`src/rtl/repeated_pattern_mas.sv`:
```
// Column mask generator: tiles a 5..8-bit pattern LSB-first across all sensor
// columns and registers the result under a clock enable.
module repeated_pattern_mas #(
    parameter int unsigned NCOLS = 640,
    parameter int unsigned PMAX  = 8
) (
    input  logic             clk,
    input  logic             rst_n,
    input  logic             clk_en,
    input  logic [1:0]       pattern_w,
    input  logic [PMAX-1:0]  p,
    output logic [NCOLS-1:0] maskOut
);

    localparam int unsigned W5 = 5;
    localparam int unsigned W6 = 6;
    localparam int unsigned W7 = 7;
    localparam int unsigned W8 = 8;

    logic [NCOLS-1:0] mask_d;
    logic [NCOLS-1:0] mask_q;

    // Each column is a 4:1 mux over elaboration-time constant pattern indices.
    always_comb begin
        mask_d = '0;
        for (int unsigned i = 0; i < NCOLS; i++) begin
            unique case (pattern_w)
                2'b00:   mask_d[i] = p[i % W5];
                2'b01:   mask_d[i] = p[i % W6];
                2'b10:   mask_d[i] = p[i % W7];
                default: mask_d[i] = p[i % W8];
            endcase
        end
    end

    always_ff @(posedge clk or negedge rst_n) begin
        if (!rst_n) begin
            mask_q <= '0;
        end else if (clk_en) begin
            mask_q <= mask_d;
        end
    end

    assign maskOut = mask_q;

endmodule

```
`config.mk`:
```
export PLATFORM = sky130hd
export DESIGN_NAME = repeated_pattern_mas
export DESIGN_NICKNAME = d
export VERILOG_FILES = /design/src/rtl/repeated_pattern_mas.sv
export SDC_FILE = /design/constraint.sdc
export NUM_CORES = 1
export LEC_CHECK = 0
export ABC_CLOCK_PERIOD_IN_PS = 850
export CAP_MARGIN = 20
export CORE_ASPECT_RATIO = 0.75
export CORE_MARGIN = 2
export CORE_UTILIZATION = 45
export CTS_CLUSTER_DIAMETER = 120
export DETAILED_ROUTE_END_ITERATION = 8
export GPL_ROUTABILITY_DRIVEN = 0
export PLACE_DENSITY = 0.74
export SYNTH_ARGS = -nofsm -noshare
export SYNTH_HDL_FRONTEND = slang
export SYNTH_SLANG_ARGS = --single-unit
export TNS_END_PERCENT = 100
```
`constraint.sdc`:
```
create_clock -name clk -period 0.85 [get_ports clk]
set_clock_uncertainty 0.05 [all_clocks]
set_input_delay 0.17 -clock clk [delete_from_list [all_inputs] [get_ports clk]]
set_output_delay 0.17 -clock clk [all_outputs]
set_load 0.005 [all_outputs]
```
* Word level (Yosys, flattened, before mapping)
Cells that the tools add are included.
** Storage, ports and cells
- Bits in registers :: 640
- Output and inout bits :: 640
** Cells by class
- Equal/unequal tests :: 2
- Mux-type cells :: 635
- Reductions and logical operators :: 5
** Operators with widths (number)
- $pmux 1 s2 :: 320
- $pmux 1 s3 :: 211
- $mux 1 :: 104
- $reduce_or 2->1 :: 3
- $reduce_or 3->1 :: 1
- $eq 2x1->1 const B :: 1
- $eq 2x2->1 const B :: 1
- $logic_not 2->1 :: 1

* Logic depth before layout (Yosys ltp)
- Depth after elaboration :: 3
- Depth in mapped cells :: 9
- Mapped depth without buffers :: 5

* Worst setup path after synthesis
OpenSTA, ideal clock, no wires.
- Kind :: in2reg
- Start :: input pattern_w[0]
- End :: register mask_q[118] (netlist: maskOut[118])
- Setup time :: 139 ps
- Arrival :: 1703 ps
- Required time :: 661 ps
- Setup slack :: -1042 ps
- Stages on the path :: 8
- Path buffers :: 3
- Cell sequence :: clkbuf_1 -> inv_1 -> ha_1 -> buf_2 -> and2_1 -> buf_2 -> nor3_1 -> o22ai_1
** Between the ends
- Longest elaborated chain between the ends :: 2
- Elaborated cells between the ends (all ways) :: 3
- Those cells by class :: eq/ne: 1; mux: 1; reduce/logical: 1
** Ends and longest elaborated chain
- start, declared :: RTL line 10 : input logic [1:0] pattern_w,
- $eq 2x1->1 / $logic_not 2->1 (equally long branches) :: RTL line 27 : unique case (pattern_w)
- $pmux 1 s2 * :: RTL line 27
- end signal, assigned :: RTL line 40 : mask_q <= mask_d;
- end, declared :: RTL line 21 : logic [NCOLS-1:0] mask_q;
Every way passes the cells marked *; elsewhere a longest branch is shown, timed or not.
A chain may end at the register's enable or synchronous reset.

* Worst setup path in the final report
- Start :: register mask_q[634] (netlist: maskOut[634])
- End :: output maskOut[634]
** RTL lines
- end, declared :: RTL line 12 : output logic [NCOLS-1:0] maskOut
No word-level cell between the ends.

==> results.md <==
- Buffer depth of the longest clock path: 3
- Worst Path Max Fanout: 2
- Failing checks: negative setup slack
- Final WL: 143000 µm
- Hpwl dp: 80200 µm
- Syn avg cell area: 10.2 µm²
- R2r endpoint: maskOut[535]$_DFFE_PN0P_
- Arr. time, crit path: 1.32 ns
- Max Fclk: 649 MHz
- Sequential-to-total area share from yosys stat: 62.0%
- Tcrit/Tclk final: 181%
- Largest stage delay on the critical path: 0.52 ns
- Reg power frac: 40.1%
- Clock Power Share: 31.0%
- Max reg flops: 640
- DIE AREA: 0.0594 mm²
- CP Launch Type: flop
- Die X: 281 µm
- Largest net degree at the start of global routing: 60
- Clock Latency Late Sink: 0.61 ns
- Cell taking the most area after synthesis: dfrtp_1
- Starting density of the core: 45.3%
- R2R setup slack: -0.28 ns
- Total Neg Setup Slack: -486.63 ns
- Power, Total: 93.1 mW
- Slowest-stage cell, CP: dfrtp_1
- Max Cap Viol: 0
- DRT Pass-1 Iters: 6
- Crit path kind: flop to output port
- Final Net Count: 3933
- Mapped Area: 0.0258 mm²
- Area delta synth->final: 74.7%
- Worst hold path type: input port to async pin
- Dpl cells: 4044
- Largest delay share family, worst path: flip-flops
- Finished Cell Area: 0.0452 mm²
- Vias/cell: 6.34
- Dominant cells by area after synthesis: dfrtp_1, o22ai_1, inv_1, nor2_1, a31oi_1
- Congestion Overflow GR: 0
- Dpl ws: -1.74 ns
- Reg2reg path depth: 5
- Root Driver: clkbuf_16
- Core Rows: 76
- Critical Path End Type: output port
- RSZ-0062 raised after global routing: yes
- Max Slew Vio Count: 0
- Detailed-route wire length per cell: 30.4 µm
- Initial antenna violation count: 3
- Post-layout util: 79.2%
- Final setup vio count: 1257
- CTS Buf Count: 60
- # port buffers: 652
- Ports: 653
- VDD IR max: 1.70 mV
- Final setup margin: -0.691 ns
- Worst path cell trace: buf_2
- Clock slew at the register clock pins of the worst setup and hold paths: 0.07 ns
- Cells after Synth: 2542
- Core area: 0.0571 mm²
- Post-DP Area: 0.0369 mm²
- Share of layout cells above drive strength 1: 54.4%
- GRT Util Overall: 40.1%
- Synthesized Nets: 2560
- Status: finished with violations
- # H-tree levels: 2
- WP data required: 0.63 ns
- Post-Layout Cell Count: 4701
- Routed Antenna Nets: 0
- P_sw: 29.6 mW
- Number of synthesized flops with an enable pin: 0
- CTS tree: yes
- 1st-iter DRT viols: 4058
- Leak Pwr: 21.8 nW
- Die H: 212 µm
- Drt drc: 0
- Reg-to-Reg Start: maskOut[535]$_DFFE_PN0P_
- # fillers: 3115
- Switching Share: 31.8%
- Power Density: 2060 mW/mm²
- Synth Flop Type: dfrtp_1
- Clock Sinks: 640
- Relative slew slack: 41.9%
- Number of global-route vias before repair: 26966
- Final Hold Viols: 0
- Tmin final: 1.54 ns
- Via count: 29810
- Ys async rst share: 100%
- Combinational power share: 28.9%
- Distinct cells, synth: 42
- Final hold slack: 0.0210 ns
- FF+latch count, synth: 640
- WP buf/inv: 1
- Worst Tran Pin Value: 0.867 ns
- First-pass GRT wire length: 175000 µm
- Ys Warns: 0
- Pint: 63.5 mW
- Synth top area share: 62.0%
==> logic make-up after synthesis <==
family | Yosys count | synth area share (%)
simple gates | 515 | 8.82
compound gates | 748 | 18.5
fa+ha+maj | 5 | 0.242
flops | 640 | 62.0
buf+inv | 628 | 10.2
mux | 6 | 0.257
==> layout make-up <==
cell class	instances	area, µm²	area share (%)
timing repair buffer	1524	13400	29.6
timing repair inverter	1	11.3	0.0249
antenna	3	7.51	0.0166
clock inverter	17	256	0.568
multi-input combinational	1281	11200	24.9
inverter	407	1550	3.44
sequential	640	16000	35.5
clock buffer	87	1770	3.93
tap	741	927	2.05
==> what timing repair did <==
item / in CTS / in global routing
hold buffers: 14 / 0
cloned: 23 / 27
setup buffers: 233 / 271
resized for setup: 2460 / 878
endpoints found under the hold margin: 667 / 0
endpoints found under the setup margin: 1258 / 1257
pin swaps: 63 / 244
==> power by group through the flow <==
| stage | sequential [mW] | clock (mW) | combinational (mW) |
|---|---|---|---|
| floorplan | 36.9 | 0 | 7.01 |
| global placement | 37.3 | 0 | 19.9 |
| detailed placement | 37.4 | 0 | 20.4 |
| CTS | 36.7 | 28.3 | 20.5 |
| global route | 37.3 | 30.0 | 27.9 |
| finish | 37.3 | 28.9 | 26.9 |
==> cells in the final DEF, fill, tap and decap left out, types with 16 or more instances in the layout <==
| master | count |
|---|---|
| a21o_4 | 19 |
| a21oi_1 | 78 |
| a21oi_2 | 22 |
| a21oi_4 | 25 |
| a31oi_1 | 92 |
| and2_4 | 21 |
| buf_12 | 132 |
| buf_16 | 16 |
| buf_2 | 389 |
| buf_4 | 571 |
| buf_6 | 194 |
| buf_8 | 22 |
| clkbuf_16 | 82 |
| clkbuf_2 | 162 |
| dfrtp_1 | 632 |
| inv_1 | 403 |
| nand2_1 | 34 |
| nor2_1 | 204 |
| nor2_4 | 63 |
| nor3_2 | 18 |
| nor3_4 | 101 |
| o21ai_4 | 21 |
| o22a_1 | 44 |
| o22ai_1 | 248 |
| o22ai_2 | 148 |
==> synth_stat cells, types with 9 or more instances <==
master and count:
inv_1 406, a31oi_1 103, nor2b_1 12, buf_2 128
a22o_1 10, nor3_1 125, clkbuf_1 55, o22ai_1 403
dfrtp_1 640, a21oi_1 125, nand2_1 51, a21o_1 16
o21ai_2 9, buf_4 29, nor2_1 278, and2_1 18
o22a_1 44, nand2b_1 18
==> layer usage <==
metal	up-vias	global-route usage [%]	routed length [µm]
li1	11442	-	-
met1	14619	52.3	49400
met2	2807	61.2	62600
met3	942	10.9	19300
met4	0	21.8	11700
met5	-	0	0
==> worst max-delay path by stage <==
stage                                         from                        to  slack (ns)  cells past startpoint
after floorplan                       pattern_w[0]  maskOut[566]$_DFFE_PN0P_       -0.66                      8
after global placement                pattern_w[1]   maskOut[39]$_DFFE_PN0P_       -1.65                      7
after detailed placement              pattern_w[1]  maskOut[231]$_DFFE_PN0P_       -1.74                      8
after CTS                  maskOut[22]$_DFFE_PN0P_               maskOut[22]       -0.62                      1
after global routing      maskOut[634]$_DFFE_PN0P_              maskOut[634]       -0.70                      1
final                     maskOut[634]$_DFFE_PN0P_              maskOut[634]       -0.69                      1
Note: power is estimated with default switching activity, not from simulation.
